--- src/rtl/zigzag_acc_pkg.sv ---
// Shared widths, FSM state type and the term-sign rule for the zigzag accumulator.
// Pure declarations: no logic, no latency, no flow control.
package zigzag_acc_pkg;

    localparam int BWPP_DEF  = 7;
    localparam int BWOUT_DEF = 24;
    localparam int PREC_W    = 4;

    typedef enum logic {
        ST_ACC  = 1'b0,
        ST_HOLD = 1'b1
    } state_t;

    // The MSB plane (offset 0) of a signed operand carries negative weight.
    function automatic logic term_neg(
        input logic              sw,
        input logic              sd,
        input logic [PREC_W-1:0] offw,
        input logic [PREC_W-1:0] offd
    );
        return (sw && (offw == '0)) ^ (sd && (offd == '0));
    endfunction

endpackage

--- src/rtl/zigzag_acc_term.sv ---
// Maps one unsigned popcount beat to its signed contribution.
// Purely combinational; no latency and no flow control.
module zigzag_acc_term
    import zigzag_acc_pkg::*;
#(
    parameter int BWPP = BWPP_DEF
) (
    input  logic [BWPP-1:0]     pp,
    input  logic [PREC_W-1:0]   offw,
    input  logic [PREC_W-1:0]   offd,
    input  logic                sw,
    input  logic                sd,
    output logic signed [BWPP:0] term
);

    logic signed [BWPP:0] pp_s;

    always_comb begin
        pp_s = $signed({1'b0, pp});
        term = term_neg(sw, sd, offw, offd) ? -pp_s : pp_s;
    end

endmodule

--- src/rtl/zigzag_acc.sv ---
// Bit-serial zigzag product accumulator: diagonals are summed, then shifted into acc.
// Result is valid the cycle after the final beat; a held, unconsumed result stalls in_ready.
module zigzag_acc
    import zigzag_acc_pkg::*;
#(
    parameter int BWPP  = BWPP_DEF,
    parameter int BWOUT = BWOUT_DEF
) (
    input  logic              clk,
    input  logic              clr_n,
    input  logic [3:0]        pw,
    input  logic [3:0]        pd,
    input  logic              sw,
    input  logic              sd,
    input  logic              in_valid,
    output logic              in_ready,
    input  logic [3:0]        in_offw,
    input  logic [3:0]        in_offd,
    input  logic              in_eod,
    input  logic [BWPP-1:0]   in_pp,
    output logic              out_valid,
    input  logic              out_ready,
    output logic [BWOUT-1:0]  out_data
);

    localparam logic [PREC_W:0] CNT_ONE = 1;

    state_t                   state, state_nxt;
    logic signed [BWOUT-1:0]  acc, dsum, acc_nxt, term_x, res_q;
    logic signed [BWPP:0]     term;
    logic [PREC_W:0]          cnt, ndiag_q, ndiag_in, ndiag_cur;
    logic [PREC_W-1:0]        pw_eff, pd_eff;
    logic                     started, beat, last_beat;

    zigzag_acc_term #(.BWPP(BWPP)) u_term (
        .pp   (in_pp),
        .offw (in_offw),
        .offd (in_offd),
        .sw   (sw),
        .sd   (sd),
        .term (term)
    );

    always_comb begin
        pw_eff    = (pw == '0) ? 4'd1 : pw;
        pd_eff    = (pd == '0) ? 4'd1 : pd;
        ndiag_in  = {1'b0, pw_eff} + {1'b0, pd_eff} - CNT_ONE;
        // The first beat of a product must already see its own diagonal count.
        ndiag_cur = started ? ndiag_q : ndiag_in;
        term_x    = {{(BWOUT-BWPP-1){term[BWPP]}}, term};
        acc_nxt   = (acc <<< 1) + dsum + term_x;
        out_valid = (state == ST_HOLD);
        in_ready  = !(out_valid && !out_ready);
        beat      = in_valid && in_ready;
        last_beat = beat && in_eod && ((cnt + CNT_ONE) == ndiag_cur);
        out_data  = res_q;
    end

    always_comb begin
        state_nxt = state;
        case (state)
            ST_ACC:  if (last_beat) state_nxt = ST_HOLD;
            ST_HOLD: if (!last_beat && out_ready) state_nxt = ST_ACC;
            default: state_nxt = ST_ACC;
        endcase
    end

    always_ff @(posedge clk) begin
        if (!clr_n) begin
            state   <= ST_ACC;
            acc     <= '0;
            dsum    <= '0;
            cnt     <= '0;
            ndiag_q <= '0;
            started <= 1'b0;
            res_q   <= '0;
        end else begin
            state <= state_nxt;
            if (beat) begin
                if (!started) ndiag_q <= ndiag_in;
                if (last_beat) begin
                    res_q   <= acc_nxt;
                    acc     <= '0;
                    dsum    <= '0;
                    cnt     <= '0;
                    started <= 1'b0;
                end else if (in_eod) begin
                    acc     <= acc_nxt;
                    dsum    <= '0;
                    cnt     <= cnt + CNT_ONE;
                    started <= 1'b1;
                end else begin
                    dsum    <= dsum + term_x;
                    started <= 1'b1;
                end
            end
        end
    end

endmodule

--- config.mk ---
export PLATFORM = sky130hd
export DESIGN_NAME = zigzag_acc
export DESIGN_NICKNAME = d
export VERILOG_FILES = /design/src/rtl/zigzag_acc_pkg.sv /design/src/rtl/zigzag_acc_term.sv /design/src/rtl/zigzag_acc.sv
export SDC_FILE = /design/constraint.sdc
export NUM_CORES = 1
export LEC_CHECK = 0
export CORE_MARGIN = 8
export CORE_UTILIZATION = 46
export DETAILED_ROUTE_END_ITERATION = 10
export GPL_ROUTABILITY_DRIVEN = 0
export GPL_TIMING_DRIVEN = 0
export PLACE_DENSITY = 0.68
export SYNTH_ARGS = -nofsm -noshare
export SYNTH_HDL_FRONTEND = slang
export SYNTH_SLANG_ARGS = --single-unit
--- constraint.sdc ---
create_clock -name clk -period 6.25 [get_ports clk]
set_clock_uncertainty 0.2 [all_clocks]
set_input_delay 1.5625 -clock clk [delete_from_list [all_inputs] [get_ports clk]]
set_output_delay 1.5625 -clock clk [all_outputs]
set_load 0.05 [all_outputs]
==> impl_metrics.tcl, run 1 <==
set metrics [dict create \
    status "completed" \
    pre_cts_ws_ns -0.870 \
    synth_top_family_by_area "simple AND/OR/NAND/NOR gates" \
    fp.coreArea_um2 13700 \
    setup_viol 0 \
    worstPathRequired_ns 6.30 \
    h-tree-depth 3 \
    grt_pass1_vias 5971 \
    synthMuxAreaShare_pct 3.99 \
    seqPwrFrac_pct 38.5 \
    r2r_cells 13 \
    die_area_um2 17800 \
    antenna_found_initial 0 \
    ioPinCount 56 \
    synth-simple-area-share_pct 22.3 \
    synth-xor-area-share_pct 4.84 \
    n_antenna_cell 0 \
    critPathTopFamily "compound AO/OA/AOI/OAI gates" \
    peakVddDrop_uv 115 \
    r2r_slack_ns 2.75 \
    synth_cell_types 74 \
    end_kind "flip-flop" \
    power_frac_comb_pct 23.9 \
    syn_avg_cell_area_um2 8.32 \
    cp_num_buf_inv 4 \
    vias_per_cell 6.21 \
    areaGrowthSynthToFinish_pct 18.6 \
    vias 6276 \
    min_to "out_data[23]" \
    path_common_cell "a211o_1" \
    clockRootBuffer "clkbuf_16" \
    p_int_uw 1010 \
    reg2reg_from "dsum[1]" \
    report.final.slew_viol_count 0 \
    min_period_over_period_pct 97.0 \
    holdWs_ns 0.263 \
    clkLatencyLatePin_ns 0.36 \
    ys_seq_area_share_pct 26.2 \
    whs_path_depth 2 \
    final-seq-area_um2 1660 \
    synth_compound_area_share_pct 22.2 \
    floorplan.initialDensity_pct 46.4 \
    synth.cell_area_um2 6330 \
    worstPathArrival_ns 6.11 \
    drc 0 \
    grt_pass1_wl_um 30200 \
    fp.dieH_um 133 \
    synth_flop_cell "dfxtp_1" \
    gr-total-overflow 0 \
    setup_ws_ns 0.188 \
    dp_cells 996 \
    finish.utilization_pct 55.0 \
    drive_gt1_share_pct 6.02 \
    yosys_register_bits 83 \
    critPathMaxStageDelay_ns 0.54 \
    cellPowerDensity_nw_per_um2 195 \
    rows 43 \
    min_from "out_data[23]" \
    async_flop_share_pct 0 \
    relSlewSlack_pct 42.4 \
    syn_inst 761 \
    final_common_cell "nor2_1" \
    timing.rr.end "out_data[21]" \
    drtIter0Drc 658 \
    max_freq_mhz 165 \
    totalWireLength_um 18900 \
    cts_max_path_buffers 2 \
    port_buffers 55 \
    cts_buffers 9 \
    wl_per_cell_um 18.7 \
    grt_usage_pct 20.9 \
    tightest_slew_ns 0.864 \
    yosysWarnings 0 \
    cts_sinks 83 \
    layout_common_cells "nor2_1, dfxtp_1, clkdlybuf4s50_1, a21oi_1, nand2_1" \
    hold_viol 0 \
    hpwl_um 14100 \
    final_cells 1011 \
    crit_slowest_cell "or4_1" \
    leakage_uw 0.00309 \
    multiInputGateArea_um2 4470 \
    ctsHoldBuffers 0 \
    fillCellCount 1257 \
    power_frac_clock_pct 37.6 \
    grt_max_degree 28 \
    post-route-min-period_ns 6.06 \
    cp_max_fo 27 \
    crit_chain "clkdlybuf4s50_1, or4_1, a211o_1, a21o_1, buf_4, inv_2, buf_8, fa_1, ha_1, a211o_1, o2111ai_2, a31oi_1, a2111oi_2, nor3_1, o21a_1" \
    switchingPower_uw 451 \
    yosys.area_share.adder_pct 15.8 \
    p_total_uw 1460 \
    power_switching_share_pct 30.8 \
    detail-route-antenna-nets 0 \
    startpoint_type "input port" \
    synth_edf_count 0 \
    synth_nets 856 \
    chipWidth_um 133 \
    first_pass_iters 5 \
    hold_path_class "reg2reg" \
    finalNetCount 921 \
    cts_tree "done" \
    max_cap_violations 0 \
    path_clk_slew_ns 0.06 \
    crit_type "in2reg" \
]
## area by class of cell
cell class              count  share of cell area (%)
repair buffers             57                    7.52
clock inverters             3                   0.616
well taps                 180                    3.00
multi-input cells         606                    59.5
inverters                  31                    1.55
clock buffers              13                    3.33
flip-flops and latches     83                    22.1
plain buffers              38                    2.40
## tightest hold or removal path, delay by kind of cell (launching register included)
kind / cells / cell delay (ns)
flip-flops: 1 / 0.33
AND/OR/NAND/NOR: 1 / 0.06
AO/OA/AOI/OAI: 1 / 0.05
## power groups by stage
stage / combinational, uW / sequential, uW / clock (uW)
global route: 386 / 567 / 576
floorplan: 235 / 578 / 0
CTS: 341 / 565 / 557
finish: 350 / 565 / 550
global placement: 327 / 575 / 0
detailed placement: 336 / 576 / 0
## metal layers
layer | track usage (%) | up-vias | part of all wire (%)
met2 | 34.0 | 264 | 47
met1 | 26.2 | 3019 | 43
met3 | 3.73 | 60 | 7.0
met4 | 10.2 | 0 | 3.7
met5 | 0 | - | 0
li1 | - | 2933 | -
## worst max path at each step
| stage | from | to | depth (start not counted) |
|---|---|---|---|
| 3_3_place_gp | in_offd[3] | out_data[21] | 16 |
| 2_1_floorplan | in_offd[3] | out_data[21] | 16 |
| 4_1_cts | in_offd[3] | out_data[15] | 16 |
| 3_5_place_dp | in_offd[3] | out_data[21] | 16 |
| 5_1_grt | in_offd[3] | out_data[21] | 17 |
| 6_report | in_offd[3] | out_data[16] | 15 |
## repair_timing
| item | in CTS | in global routing |
|---|---|---|
| pin swaps | 0 | 3 |
| hold endpoints to repair | 0 | 0 |
| endpoints found under the setup margin | 17 | 21 |
| buffers inserted | 0 | 2 |
| resized for setup | 9 | 16 |
## synthesized netlist by cell type, drive strengths merged (5+ instances only)
cell / number / area, um2
a21oi: 47 / 235
a31oi: 17 / 106
and3: 9 / 56.3
nand4: 7 / 43.8
xnor2: 15 / 131
nand3: 27 / 135
clkbuf: 32 / 120
nand2: 42 / 160
o21ai: 37 / 185
o311ai: 5 / 43.8
a21o: 9 / 67.6
nor2: 88 / 333
or4: 7 / 52.6
o211ai: 5 / 37.5
buf: 9 / 61.3
mux2i: 23 / 230
nor3b: 5 / 37.5
and4: 6 / 52.6
or3: 15 / 98.8
o21a: 10 / 75.1
a2bb2oi: 5 / 43.8
nor3: 20 / 100
dfxtp: 83 / 1660
a211oi: 11 / 87.6
inv: 31 / 116
ha: 40 / 500
and2: 10 / 62.6
nor4: 17 / 119
fa: 25 / 500
nor2b: 10 / 62.6
a211o: 6 / 52.6
xor2: 20 / 175
a22oi: 14 / 105
## stage by stage
step                      TNS [ns]  cell area, um2
after floorplan                  0            6330
after global placement      -11.70            7110
after detailed placement    -12.75            7110
after CTS                        0            7440
after global routing       -0.0104            7520
final                            0            7520
## cell families after synthesis
group                      Yosys count
and+or+nand+nor                    275
muxes                               25
adders and majority gates           65
AOI/OAI and AO/OA                  206
DFF                                 83
xor gates and xnor gates            35
buffers and inverters               72
## registers in the layout (all words and copies together), names as in the netlist
signal / flops
started: 1
out_valid: 1
cnt: 5
out_data: 24
ndiag_q: 5
dsum: 24
acc: 23
Note: power is estimated with default switching activity, not from simulation.
==> run 2: changes to the inputs <==
Settings changed: MAX_ROUTING_LAYER set to met4, SYNTH_HIERARCHICAL set to 1.
==> run 2 against run 1 <==
  * Synthesized cell count grew 0.13%
  * Utilization shrank 0.37 points
  * Routed wire length shrank 6.7%
  * Critical path type unchanged
  * Largest power group unchanged
  * Highest routed layer unchanged
==> impl_metrics.tcl, run 2 <==
set metrics [dict create \
    min_period_over_period_pct 96.8 \
    leakage_uw 0.00313 \
    final_common_cell "dfxtp_1" \
    wl_met3_um 883 \
    drtIter0Drc 444 \
    status "completed" \
    grt_pass1_vias 5730 \
    detail-route-antenna-nets 0 \
    vias_per_cell 5.85 \
    dp_cells 997 \
    finalNetCount 939 \
    syn_inst 762 \
    pre_cts_ws_ns -0.528 \
    final_cells 1016 \
    fp.dieH_um 134 \
    grt_setup_unrepaired "no" \
    tns_ns 0 \
    crit_type "in2reg" \
    synth.cell_area_um2 6390 \
    drc 0 \
    gr-total-overflow 0 \
    antenna_found_initial 1 \
    areaGrowthSynthToFinish_pct 17.2 \
    synth_cell_types 70 \
    report.final.slew_viol_count 0 \
    synth_nets 871 \
    setup_ws_ns 0.201 \
    maxUsedRoutingLayer "met4" \
    chipWidth_um 134 \
    first_pass_iters 5 \
    startpoint "in_offw[0]" \
    post-synth-top-area-fraction_pct 26.0 \
    reg2reg_from "dsum[1]" \
    min_from "out_data[17]" \
    cts_max_path_buffers 2 \
    grt_max_degree 38 \
    die_area_um2 17900 \
    synth_flop_cell "dfxtp_1" \
    hpwl_um 13700 \
    end_kind "flip-flop" \
    syn_avg_cell_area_um2 8.39 \
    max_freq_mhz 165 \
    drive_gt1_share_pct 5.87 \
    startpoint_type "input port" \
    wl_met2_um 8650 \
    layout_common_cells "dfxtp_1, nand2_1, clkdlybuf4s50_1, ha_1, a21oi_1" \
    yosysWarnings 6 \
    setup_viol 0 \
    ioPinCount 56 \
    path_clk_slew_ns 0.06 \
    hold_viol 0 \
    relSlewSlack_pct 14.5 \
    worstPathRequired_ns 6.26 \
    netlist_top_cells_count "dfxtp_1, nand2_1, ha_1" \
    tightest_slew_ns 1.28 \
    h-tree-depth 3 \
    fp.coreArea_um2 13700 \
    yosys_register_bits 83 \
    wl_per_cell_um 17.4 \
    rows 43 \
    grt_pass1_wl_um 28100 \
    ys_seq_area_share_pct 26.0 \
    synth_edf_count 0 \
    clockRootBuffer "clkbuf_16" \
    cp_max_fo 6 \
    wl_met1_um 7590 \
    cellPowerDensity_nw_per_um2 187 \
    cts_tree "done" \
    post-route-min-period_ns 6.05 \
    clkLatencyLatePin_ns 0.35 \
    totalWireLength_um 17700 \
    cts_buffers 9 \
    cts_sinks 83 \
    floorplan.initialDensity_pct 46.6 \
    vias 5944 \
    port_buffers 55 \
    synth.most_common_cell "dfxtp_1" \
    holdWs_ns 0.259 \
    async_flop_share_pct 0 \
    max_cap_violations 0 \
    synth.top_cells.by_area "dfxtp_1, ha_1, fa_1, nand2_1, a21oi_1" \
    hold_path_class "reg2reg" \
    finish.utilization_pct 54.6 \
    worstPathArrival_ns 6.06 \
    grt_usage_pct 19.7 \
    peakVddDrop_uv 123 \
    synth_area_leader_cell "dfxtp_1" \
]
==> run 2: path summary, 6_finish.rpt <==
path	to	slack, ns	cells past startpoint
max	out_data[23]	0.20	16
min	out_data[17]	0.26	2
max reg2reg	out_data[23]	2.76	11
min reg2reg	out_data[17]	0.26	2
==> run 2: repair_timing <==
action,4_1_cts,5_1_grt
cloned,0,1
setup buffers,0,1
pin swaps,0,1
hold buffers,0,0
setup endpoints to repair,9,5
resized for setup,2,4
==> run 2: final cells by class <==
cell class / instances / area, um2
Clock buffer: 11 / 243
Sequential cell: 83 / 1660
Clock inverter: 5 / 36.3
Inverter: 31 / 116
Multi-Input combinational cell: 615 / 4490
Tap cell: 180 / 225
Antenna cell: 1 / 2.50
Timing Repair Buffer: 56 / 558
Buffer: 34 / 163
Fill cell: 1300 / 6220
==> run 2: metrics by stage <==
step           power (uW)  instance area (um2)
4_1_cts              1410                 7460
3_3_place_gp          888                 7170
2_1_floorplan         806                 6390
6_report             1400                 7490
3_5_place_dp          899                 7170
5_1_grt              1470                 7490
==> run 2: report_power, final <==
part           switching (uW)  internal, uW
registers                17.4           548
clock network             225           281
logic                     196           135
total                     438           964
==> run 2: per-layer routing <==
layer | vias up | GRT usage, %
met1 | 2851 | 23.0
li1 | 2889 | -
met3 | 38 | 3.55
met2 | 166 | 33.2
met5 | - | -
met4 | 0 | 7.67
==> run 2: critical path, stage by stage <==
cell             delay (ns)
clkdlybuf4s50_1        0.40
or4b_4                 0.56
a211o_4                0.32
nand2_4                0.13
mux2_2                 0.40
fa_1                   0.45
ha_1                   0.24
fa_2                   0.37
a21oi_2                0.16
o21ai_1                0.11
a21oi_4                0.26
nor4b_1                0.11
or4_1                  0.53
and3_1                 0.17
xnor2_1                0.19
a21oi_1                0.09
==> run 2: kinds of logic after synthesis <==
kind of cell | after synthesis | synth area share, %
AND/OR/NAND/NOR | 247 | 19.0
AO/OA/AOI/OAI | 233 | 24.6
flip-flops | 83 | 26.0
adder cells (fa/ha/maj) | 79 | 18.4
buffers and inverters | 65 | 4.36
XOR/XNOR | 50 | 6.85
multiplexers | 5 | 0.803
==> run 3: changes to the inputs <==
Settings changed: CORE_UTILIZATION 46 to 45, PLACE_DENSITY 0.68 to 0.67, SKIP_CTS_REPAIR_TIMING set to 1.
==> run 3 against run 2 <==
  * Global-route usage is 0.79 points lower
  * Utilization decreased by 0.63 points
  * First-iteration DRC count shrank 1.8%
  * Non-clock buffer count did not move
  * Worst hold slack got worse by 0.0033 ns
  * Register-to-register slack improved by 0.04 ns
  * Critical path depth unchanged
  * Design area hardly changed
  * Final cell count barely moved
  * Count of clock-buffer cells in the layout did not move
  * Critical path type unchanged
  * Sequential power barely moved
  * Routed wire length is 1.7% lower
==> impl_metrics.tcl, run 3 (synthesis results as in run 2) <==
set metrics [dict create \
    status "completed" \
    min_to "out_data[0]" \
    r2r_slack_ns 2.80 \
    n_antenna_cell 0 \
    port_buffers 55 \
    floorplan.initialDensity_pct 46.1 \
    min_from "out_data[0]" \
    layout_common_cells "dfxtp_1, nand2_1, clkdlybuf4s50_1, ha_1, a21oi_1" \
    fp.coreArea_um2 13900 \
    drtIter0Drc 436 \
    antenna_found_initial 0 \
    tightest_slew_ns 1.29 \
    hpwl_um 13500 \
    cellPowerDensity_nw_per_um2 187 \
    grt_setup_unrepaired "no" \
    setup_viol 0 \
    tns_ns 0 \
    fp.dieH_um 135 \
    max_cap_violations 0 \
    clockRootBuffer "clkbuf_16" \
    whs_path_depth 2 \
    end_kind "flip-flop" \
    r2r_cells 11 \
    totalWireLength_um 17300 \
    crit_type "in2reg" \
    areaGrowthSynthToFinish_pct 17.3 \
    cts_buffers 9 \
    hold_viol 0 \
    hold_path_class "reg2reg" \
    die_area_um2 18300 \
    drc 0 \
    reg2reg_from "dsum[1]" \
    finish.utilization_pct 54.0 \
    worstPathRequired_ns 6.25 \
    cts_max_path_buffers 2 \
    clkLatencyLatePin_ns 0.34 \
    pre_cts_ws_ns -0.507 \
    leakage_uw 0.00314 \
    relSlewSlack_pct 13.9 \
    max_freq_mhz 164 \
    startpoint_type "input port" \
    detail-route-antenna-nets 0 \
    finalNetCount 939 \
    drive_gt1_share_pct 5.99 \
    cts_sinks 83 \
    grt_pass1_vias 5664 \
    grt_pass1_wl_um 27400 \
    crit_slowest_cell "or4b_4" \
    grt_max_degree 38 \
    wl_per_cell_um 17.1 \
    min_period_over_period_pct 97.5 \
    cts_tree "done" \
    worstPathArrival_ns 6.09 \
    first_pass_iters 5 \
    vias_per_cell 5.80 \
    report.final.slew_viol_count 0 \
    ioPinCount 56 \
    rows 43 \
    vias 5884 \
    gr-total-overflow 0 \
    post-route-min-period_ns 6.09 \
    h-tree-depth 3 \
    setup_ws_ns 0.158 \
    cp_num_buf_inv 1 \
    timing.rr.end "out_data[23]" \
    peakVddDrop_uv 142 \
    cp_max_fo 6 \
    grt_usage_pct 18.9 \
    critPathTopFamily "simple AND/OR/NAND/NOR gates" \
    path_clk_slew_ns 0.06 \
    critPathMaxStageDelay_ns 0.56 \
    chipWidth_um 135 \
    crit_chain "clkdlybuf4s50_1, or4b_4, a211o_4, nand2_2, mux2_2, fa_1, ha_1, fa_2, a21oi_2, o21ai_1, a21oi_4, nor4b_1, or4_1, and3_1, xnor2_2, a21oi_1" \
    final_common_cell "dfxtp_1" \
]
run 3: cell types whose count changed in the layout (fill, tap and decap cells not counted):
cell	delta
clkinvlp_4	-1
nand2_2	+1
xnor2_1	-1
nand2_4	-1
clkinv_4	+1
xnor2_2	+1
diode_2	-1
run 3: power breakdown:
part | internal (uW) | total, uW | switching, uW | leakage, uW
Combinational | 135 | 331 | 195 | 0.00233
Sequential | 548 | 565 | 16.9 | 0.000672
Clock | 282 | 504 | 223 | 0.000132
run 3: metrics by stage:
stage / power (uW) / instances / hold WS (ns) / cell area (um2)
2_1_floorplan: 806 / 762 / 0.248 / 6390
3_3_place_gp: 888 / 997 / 0.240 / 7170
3_5_place_dp: 898 / 997 / 0.250 / 7170
4_1_cts: 1400 / 1013 / 0.259 / 7450
5_1_grt: 1470 / 1015 / 0.279 / 7500
6_report: 1400 / 1015 / 0.256 / 7500
run 3: how the worst max path moves through the flow:
stage               cells past startpoint        from      endpoint  slack (ns)
floorplan                              15  in_offw[0]  out_data[23]        0.05
global placement                       16  in_offw[0]  out_data[23]       -1.03
detailed placement                     15  in_offw[0]       acc[15]       -0.51
CTS                                    15  in_offw[0]       acc[15]       -0.18
global route                           16  in_offw[0]  out_data[23]        0.02
finish                                 16  in_offw[0]  out_data[23]        0.16
run 3: layer usage:
metal	wire length (um)	track usage (%)
met5	0	-
met3	866	3.52
met1	7730	22.4
met4	399	6.35
met2	8350	31.7
run 3: area by class of cell:
| type | count | area (um2) |
|---|---|---|
| Multi-Input combinational cell | 615 | 4490 |
| Clock buffer | 11 | 243 |
| Fill cell | 1285 | 6380 |
| Buffer | 34 | 163 |
| Timing Repair Buffer | 56 | 558 |
| Clock inverter | 5 | 37.5 |
| Sequential cell | 83 | 1660 |
| Tap cell | 180 | 225 |
| Inverter | 31 | 116 |
run 3: worst min-delay path, stage by stage (launching register included):
cell	delay [ns]
dfxtp_1	0.31
nand2_1	0.05
a21boi_1	0.05
